**src/rtl/vga_timing_controller.sv**
```systemverilog
// VGA raster timing with pixel-latency-matched sync, blanking and colour outputs.
// Optional colour-bar source enabled by defining VGA_TEST_PATTERN_EN.
module vga_timing_controller #(
    parameter int unsigned H_ACTIVE = 640,
    parameter int unsigned H_FP     = 16,
    parameter int unsigned H_SYNC   = 96,
    parameter int unsigned H_BP     = 48,
    parameter int unsigned V_ACTIVE = 480,
    parameter int unsigned V_FP     = 10,
    parameter int unsigned V_SYNC   = 2,
    parameter int unsigned V_BP     = 33,
    parameter logic        SYNC_POL = 1'b0,
    parameter int unsigned PIX_LAT  = 1
) (
    input  logic        clk_vga,
    input  logic        reset,
    input  logic [11:0] pixel_data,
`ifdef VGA_TEST_PATTERN_EN
    input  logic        test_pattern,
`endif
    output logic [10:0] screen_row_address,
    output logic [10:0] screen_col_address,
    output logic        video_on,
    output logic        frame_start,
    output logic [3:0]  vga_r,
    output logic [3:0]  vga_g,
    output logic [3:0]  vga_b,
    output logic        hsync,
    output logic        vsync
);

    localparam int unsigned CW      = 11;
    localparam int unsigned H_TOTAL = H_ACTIVE + H_FP + H_SYNC + H_BP;
    localparam int unsigned V_TOTAL = V_ACTIVE + V_FP + V_SYNC + V_BP;

    localparam logic [CW-1:0] H_LAST = CW'(H_TOTAL - 1);
    localparam logic [CW-1:0] V_LAST = CW'(V_TOTAL - 1);
    localparam logic [CW-1:0] H_VIS  = CW'(H_ACTIVE);
    localparam logic [CW-1:0] V_VIS  = CW'(V_ACTIVE);
    localparam logic [CW-1:0] HS_BEG = CW'(H_ACTIVE + H_FP);
    localparam logic [CW-1:0] HS_END = CW'(H_ACTIVE + H_FP + H_SYNC);
    localparam logic [CW-1:0] VS_BEG = CW'(V_ACTIVE + V_FP);
    localparam logic [CW-1:0] VS_END = CW'(V_ACTIVE + V_FP + V_SYNC);

    logic [CW-1:0]      h_next;
    logic [CW-1:0]      v_next;
    logic               hs_raw;
    logic               vs_raw;
    logic [PIX_LAT-1:0] hs_pipe;
    logic [PIX_LAT-1:0] vs_pipe;
    logic [PIX_LAT-1:0] von_pipe;
    logic [11:0]        colour;

    // Next raster position and undelayed sync decode of the current position
    always_comb begin
        h_next = (screen_col_address == H_LAST) ? '0 : screen_col_address + CW'(1);
        v_next = screen_row_address;
        if (screen_col_address == H_LAST) begin
            v_next = (screen_row_address == V_LAST) ? '0 : screen_row_address + CW'(1);
        end
        hs_raw = (screen_col_address >= HS_BEG && screen_col_address < HS_END) ? SYNC_POL : ~SYNC_POL;
        vs_raw = (screen_row_address >= VS_BEG && screen_row_address < VS_END) ? SYNC_POL : ~SYNC_POL;
    end

    // video_on/frame_start are decoded from the next position so they line up with the addresses
    always_ff @(posedge clk_vga or posedge reset) begin
        if (reset) begin
            screen_col_address <= '0;
            screen_row_address <= '0;
            video_on           <= 1'b1;
            frame_start        <= 1'b0;
        end else begin
            screen_col_address <= h_next;
            screen_row_address <= v_next;
            video_on           <= (h_next < H_VIS) && (v_next < V_VIS);
            frame_start        <= (h_next == '0) && (v_next == '0);
        end
    end

    // Delay line matching the pixel source latency
    always_ff @(posedge clk_vga or posedge reset) begin
        if (reset) begin
            hs_pipe  <= {PIX_LAT{~SYNC_POL}};
            vs_pipe  <= {PIX_LAT{~SYNC_POL}};
            von_pipe <= '0;
        end else begin
            hs_pipe[0]  <= hs_raw;
            vs_pipe[0]  <= vs_raw;
            von_pipe[0] <= video_on;
            for (int i = 1; i < int'(PIX_LAT); i++) begin
                hs_pipe[i]  <= hs_pipe[i-1];
                vs_pipe[i]  <= vs_pipe[i-1];
                von_pipe[i] <= von_pipe[i-1];
            end
        end
    end

`ifdef VGA_TEST_PATTERN_EN
    localparam logic [CW-1:0] BAR_W = CW'(H_ACTIVE / 8);

    logic [CW-1:0] col_pipe [PIX_LAT];
    logic [2:0]    bar;

    always_ff @(posedge clk_vga or posedge reset) begin
        if (reset) begin
            for (int i = 0; i < int'(PIX_LAT); i++) begin
                col_pipe[i] <= '0;
            end
        end else begin
            col_pipe[0] <= screen_col_address;
            for (int i = 1; i < int'(PIX_LAT); i++) begin
                col_pipe[i] <= col_pipe[i-1];
            end
        end
    end

    // Bar index from the delayed column; colour packed as {B,G,R}
    always_comb begin
        bar    = 3'(col_pipe[PIX_LAT-1] / BAR_W);
        colour = pixel_data;
        if (test_pattern) begin
            colour = {{4{bar[2]}}, {4{bar[1]}}, {4{bar[0]}}};
        end
    end
`else
    always_comb begin
        colour = pixel_data;
    end
`endif

    // Pin register: sync and colour leave together, colour forced to 0 outside the active area
    always_ff @(posedge clk_vga or posedge reset) begin
        if (reset) begin
            hsync <= ~SYNC_POL;
            vsync <= ~SYNC_POL;
            vga_r <= '0;
            vga_g <= '0;
            vga_b <= '0;
        end else begin
            hsync <= hs_pipe[PIX_LAT-1];
            vsync <= vs_pipe[PIX_LAT-1];
            if (von_pipe[PIX_LAT-1]) begin
                vga_r <= colour[3:0];
                vga_g <= colour[7:4];
                vga_b <= colour[11:8];
            end else begin
                vga_r <= '0;
                vga_g <= '0;
                vga_b <= '0;
            end
        end
    end

endmodule

```
**config.mk**
```make
export PLATFORM = sky130hd
export DESIGN_NAME = vga_timing_controller
export DESIGN_NICKNAME = d
export VERILOG_FILES = /design/src/rtl/vga_timing_controller.sv
export SDC_FILE = /design/constraint.sdc
export NUM_CORES = 1
export LEC_CHECK = 0
export ABC_AREA = 1
export CORE_MARGIN = 2
export CORE_UTILIZATION = 35
export CTS_BUF_LIST = sky130_fd_sc_hd__clkbuf_4 sky130_fd_sc_hd__clkbuf_8
export DETAILED_ROUTE_END_ITERATION = 10
export PLACE_DENSITY = 0.59
export SYNTH_ARGS = -nofsm -noshare
export SYNTH_HDL_FRONTEND = slang
export SYNTH_SLANG_ARGS = --single-unit
```
**constraint.sdc**
```tcl
create_clock -name clk_vga -period 2.5 [get_ports clk_vga]
set_input_delay 0.75 -clock clk_vga [delete_from_list [all_inputs] [get_ports clk_vga]]
set_output_delay 0.75 -clock clk_vga [all_outputs]
set_load 0.02 [all_outputs]
```
==> flow_metrics.env, run 1 <==
export IMPL_p_leak_nw=1.528
export IMPL_crit_type="flip-flop to output pin"
export IMPL_clock_sinks=41
export IMPL_synth_most_common_cell="nand2_1"
export IMPL_crit_start="screen_col_address[4]"
export IMPL_diodes=0
export IMPL_min_period_over_period_pct=90.60
export IMPL_maxCapViolCount=0
export IMPL_critPathSlowestCell="clkdlybuf4s50_1"
export IMPL_r2r_end="video_on"
export IMPL_cts_buffers=5
export IMPL_max_slew_margin_rel_pct=65.88
export IMPL_design_die_area_mm2=0.007118
export IMPL_avgViaCountPerCell=4.585
export IMPL_cp_start_kind="flip-flop"
export IMPL_dp_hpwl_um=3982
export IMPL_synth_cells=284
export IMPL_hold_viol=0
export IMPL_status="complete, no violations"
export IMPL_tightest_slew_ps=511.8
export IMPL_ir_drop_uv=220.6
export IMPL_ys_flop_type="dfrtp_1"
export IMPL_drt_iter0_drc=68
export IMPL_worstSkewPairLatency_ps=290
export IMPL_routed_via_count=1921
export IMPL_skew_ps=9.961
export IMPL_top_usage_layer="met2"
export IMPL_finalSetupTns_ps=0
export IMPL_syn_to_final_growth_pct=31.38
export IMPL_cts_hold_buffers_added=0
export IMPL_pre_cts_ws_ps=559.6
export IMPL_fin_util_pct=47.05
export IMPL_gp_congestion=0.8764
export IMPL_nets=360
export IMPL_cp_end_kind="output pin"
export IMPL_rsz0062_at_grt="false"
export IMPL_post_drt_wl_per_cell_um=12.66
export IMPL_ys_warn_count=0
export IMPL_dr_pass1_iters=4
export IMPL_synth_avg_cell_area_um2=7.961
export IMPL_grtUsageMet1_pct=20.67
export IMPL_antenna_left=0
export IMPL_synth_cell_types=24
export IMPL_min_period_ps=2265
export IMPL_reg2reg_depth=9
export IMPL_clockBufferDepth=2
export IMPL_cts_setup_buffers=0
export IMPL_antenna_found_initial=0
export IMPL_hp_class="flip-flop to flip-flop"
export IMPL_setup_viol=0
export IMPL_crit_chain="clkdlybuf4s50_1"
export IMPL_grt_pass1_vias=1899
export IMPL_cts_resized=0
export IMPL_synthTopCellsByArea="dfrtp_1 40%, nand2_1 11%, inv_1 8.3%"
export IMPL_cellPowerDensity_mw_per_mm2=411.4
export IMPL_synthTopCellsByCount="66 x nand2_1, 50 x inv_1, 36 x dfrtp_1"
export IMPL_min_path_cells=0
export IMPL_layout_cells_non_filler=419
export IMPL_yosysSeqAreaShare_pct=45.66
export IMPL_min_from="vs_pipe"
export IMPL_grt_ovfl_total=0
export IMPL_ff2ff_setup_slack_ps=530
export IMPL_cp_num_buf_inv=1
export IMPL_yosysTopAreaCellShare_pct=39.85
export IMPL_dp_cells=411
export IMPL_cts_root_buffer="clkbuf_8"
export IMPL_clk_pin_slew_worst_paths_ps=80
export IMPL_syn_cell_area_mm2=0.002261
export IMPL_finalMaxSlewViolations=0
export IMPL_portBuffers=51
export IMPL_grt_max_degree=42
export IMPL_routed_wl_um=5303
export IMPL_syn_nets=303
export IMPL_core_area_mm2=0.006314
export IMPL_hold_end="vsync"
export IMPL_path_delay_family="buffers and inverters"
export IMPL_yosysTopAreaCell="dfrtp_1"
export IMPL_drc=0
export IMPL_io_pins=52
export IMPL_gr_usage_met3_pct=2.557
export IMPL_critPathMaxFanout=8
export IMPL_timing_final_ws_setup_ps=234.9
export IMPL_grt_util_met2_pct=25.54
export IMPL_die_w_um=84.37
export IMPL_timing_fmax_mhz=441.5
export IMPL_critPathMaxStageDelay_ps=670
export IMPL_r2r_start="screen_col_address[0]"
export IMPL_die_height_um=84.37
export IMPL_cts_tree="yes"
export IMPL_arrival_ps=1520
export IMPL_grt_pass1_wl_um=8921
export IMPL_synthArstFlopShare_pct=100.0
export IMPL_crit_required_ps=1750
export IMPL_num_rows=29
export IMPL_hold_slack_ps=357.8
export IMPL_drive_gt1_share_pct=16.37
export IMPL_start_util_pct=35.81
export IMPL_synth_seq_cells=41
export IMPL_gr_usage_all_layers_pct=15.45
export IMPL_synth_edf_count=0
export IMPL_cts_htree_levels=2
report_power, final:
group | total, mW | switching (mW) | leakage (nW) | internal [mW]
logic | 0.0744 | 0.0358 | 0.965 | 0.0386
clock network | 0.472 | 0.223 | 0.0542 | 0.250
registers | 0.675 | 0.00244 | 0.508 | 0.673
total | 1.22 | 0.261 | 1.53 | 0.961
layout make-up:
cell class              count  area, um2
clock buffers               7      96.34
clock inverters             1      5.005
fillers                   620       3343
inverters                  57      214.0
multi-input cells         183       1001
flip-flops and latches     41       1032
well taps                  77      96.34
repair buffers             53      525.5
metal layers:
metal  wire (um)  share of wire, %
met1        2440                46
met3         322               6.1
met5           0                 0
met4          39              0.74
met2        2500                47
worst max path at each step:
stage,endpoint,slack [ps],cells past startpoint
floorplan,video_on,620,9
global placement,video_on,570,9
detailed placement,screen_col_address[4],560,1
CTS,screen_col_address[4],230,1
global route,screen_col_address[4],180,1
finish,screen_col_address[4],230,1
cells by family (layout without fill, tap and decap cells):
family                   Yosys count  after routing  share of synthesized area, %
XOR/XNOR                           3              3                         1.162
AND/OR/NAND/NOR                  169            169                         38.85
buffers and inverters             60            118                         10.07
flip-flops                        41             41                         45.66
AO/OA/AOI/OAI                      6              6                         1.494
adder cells (fa/ha/maj)            5              5                         2.767
registers in the layout (all words and copies together), names as in the netlist:
signal / cells
vga_b: 4
vsync: 1
video_on: 1
screen_col_address: 11
screen_row_address: 11
vs_pipe: 1
hsync: 1
von_pipe: 1
vga_g: 4
hs_pipe: 1
vga_r: 4
frame_start: 1
through the flow:
stage | power [mW] | instance area, um2
global route | 1.277 | 2970
detailed placement | 0.7641 | 2869
CTS | 1.244 | 2970
finish | 1.222 | 2970
floorplan | 0.7181 | 2261
global placement | 0.7634 | 2869
cells in the final DEF, fill, tap and decap left out, types with 2 or more instances in the layout:
cell type        count
nand2_1             66
clkdlybuf4s50_1     51
inv_1               50
dfrtp_1             36
nor2_1              31
nand3_1             22
nand2_2             11
nand4_1             10
nand3_2             10
clkbuf_8             7
nor2_4               6
inv_2                6
nor3_1               5
ha_1                 5
dfstp_2              5
o21ai_0              4
nor2_2               3
xor2_1               3
nor3_2               3
buf_4                2
Note: power is estimated with default switching activity, not from simulation.
==> run 2, diff against run 1 <==
CTS_CLUSTER_SIZE = 14   (was not set)
==> results of run 2 <==
No change in the layout: final DEF, timing and power equal those of run 1.
==> run 3, diff against run 2 <==
CORE_MARGIN = 10   (was 2)
==> run 3 against run 2 <==
Critical endpoint is now screen_col_address[7]. Critical path depth is the same. Highest routed layer unchanged. Maximum frequency shrank 0.40%. Combinational power grew 2%. Wire length grew 11%. Sequential cell count is the same. Final area is the same.
==> flow_metrics.env, run 3 (same netlist as run 1, synthesis figures left out) <==
export IMPL_gr_usage_met3_pct=3.228
export IMPL_placed_area_mm2=0.002869
export IMPL_tightest_slew_ps=519.7
export IMPL_start_util_pct=35.81
export IMPL_p_leak_nw=1.528
export IMPL_final_common_cell="nand2_1"
export IMPL_critPathSlowestCell="clkdlybuf4s50_1"
export IMPL_avgViaCountPerCell=4.601
export IMPL_setup_viol=0
export IMPL_finalSetupTns_ps=0
export IMPL_layout_cells_non_filler=419
export IMPL_io_pins=52
export IMPL_grt_max_degree=42
export IMPL_multi_input_area_mm2=0.001001
export IMPL_dr_pass1_iters=4
export IMPL_gr_usage_all_layers_pct=12.14
export IMPL_fin_util_pct=47.05
export IMPL_clock_sinks=41
export IMPL_pre_cts_ws_ps=542.4
export IMPL_top_usage_layer="met2"
export IMPL_grt_util_met2_pct=19.93
export IMPL_nets=360
export IMPL_hold_viol=0
export IMPL_critPathMaxStageDelay_ps=680
export IMPL_hp_class="flip-flop to flip-flop"
export IMPL_crit_required_ps=1750
export IMPL_biggestRegsByFlops="screen_col_address x11, screen_row_address x11"
export IMPL_grt_pass1_vias=1991
export IMPL_die_w_um=100.4
export IMPL_critPathMaxFanout=8
export IMPL_register_area_mm2=0.001032
export IMPL_clockBufferDepth=2
export IMPL_cp_start_kind="flip-flop"
export IMPL_timing_fmax_mhz=439.7
export IMPL_antenna_left=0
export IMPL_die_height_um=100.4
export IMPL_clk_pin_slew_worst_paths_ps=80
export IMPL_cts_setup_buffers=0
export IMPL_diodes=0
export IMPL_syn_to_final_growth_pct=31.38
export IMPL_drive_gt1_share_pct=16.37
export IMPL_portBuffers=51
export IMPL_grtUsageMet1_pct=15.03
export IMPL_crit_chain="clkdlybuf4s50_1"
export IMPL_cts_hold_buffers_added=0
export IMPL_cellPowerDensity_mw_per_mm2=413.4
export IMPL_drc=0
export IMPL_timing_final_ws_setup_ps=225.9
export IMPL_max_slew_margin_rel_pct=65.35
export IMPL_cts_htree_levels=2
export IMPL_design_die_area_mm2=0.01007
export IMPL_num_rows=29
export IMPL_arrival_ps=1520
export IMPL_fillers=637
export IMPL_grt_pass1_wl_um=9873
export IMPL_status="complete, no violations"
export IMPL_path_delay_family="buffers and inverters"
export IMPL_crit_type="flip-flop to output pin"
export IMPL_dp_cells=411
export IMPL_power_mw=1.228
export IMPL_stdcell_area_mm2=0.002970
export IMPL_finalMaxSlewViolations=0
export IMPL_cts_root_buffer="clkbuf_8"
export IMPL_grt_ovfl_total=0
export IMPL_layout_common_cells="66 x nand2_1, 51 x clkdlybuf4s50_1, 50 x inv_1, 36 x dfrtp_1, 31 x nor2_1"
export IMPL_routed_via_count=1928
export IMPL_post_drt_wl_per_cell_um=14.09
export IMPL_hold_slack_ps=356.9
export IMPL_min_period_over_period_pct=90.96
export IMPL_worstSkewPairLatency_ps=290
export IMPL_maxCapViolCount=0
export IMPL_core_area_mm2=0.006314
export IMPL_routed_wl_um=5903
export IMPL_min_period_ps=2274
export IMPL_antenna_found_initial=0
export IMPL_rsz0062_at_grt="false"
export IMPL_gp_congestion=0.8881
export IMPL_cp_num_buf_inv=1
export IMPL_drt_iter0_drc=80
export IMPL_ff2ff_setup_slack_ps=520
export IMPL_dp_hpwl_um=4671
export IMPL_cts_buffers=5
export IMPL_skew_ps=5.174
export IMPL_cts_resized=0
export IMPL_cts_tree="yes"
export IMPL_ir_drop_uv=196.4
export IMPL_cp_end_kind="output pin"
[run 3: cell counts in the layout (fill, tap and decap cells not counted)]
No cell type changed its count.
[run 3: report_power, final]
part,internal [mW],total (mW),switching (mW)
combinational,0.0386,0.0756,0.0370
sequential,0.673,0.675,0.00237
clock,0.250,0.477,0.228
total,0.961,1.23,0.267
[run 3: per-layer routing]
layer,wire (um),share of wire [%],up-vias
met3,335,5.7,6
met4,60,1.0,0
met1,2724,46,883
li1,-,-,986
met5,0,0,-
met2,2783,47,53
[run 3: worst paths after layout]
path | start | end | cells after the start
min reg2reg | vs_pipe | vsync | 0
max in group asynchronous | reset | hsync | 3
min in group asynchronous | reset | vga_g[3] | 3
max | screen_col_address[7] | screen_col_address[7] | 1
max reg2reg | screen_col_address[0] | video_on | 9
min | vs_pipe | vsync | 0
[run 3: area by class of cell]
type | count | share of cell area [%]
Inverter | 57 | 7.203
Sequential cell | 41 | 34.75
Tap cell | 77 | 3.243
Multi-Input combinational cell | 183 | 33.70
Clock buffer | 7 | 3.243
Clock inverter | 1 | 0.1685
Timing Repair Buffer | 53 | 17.69
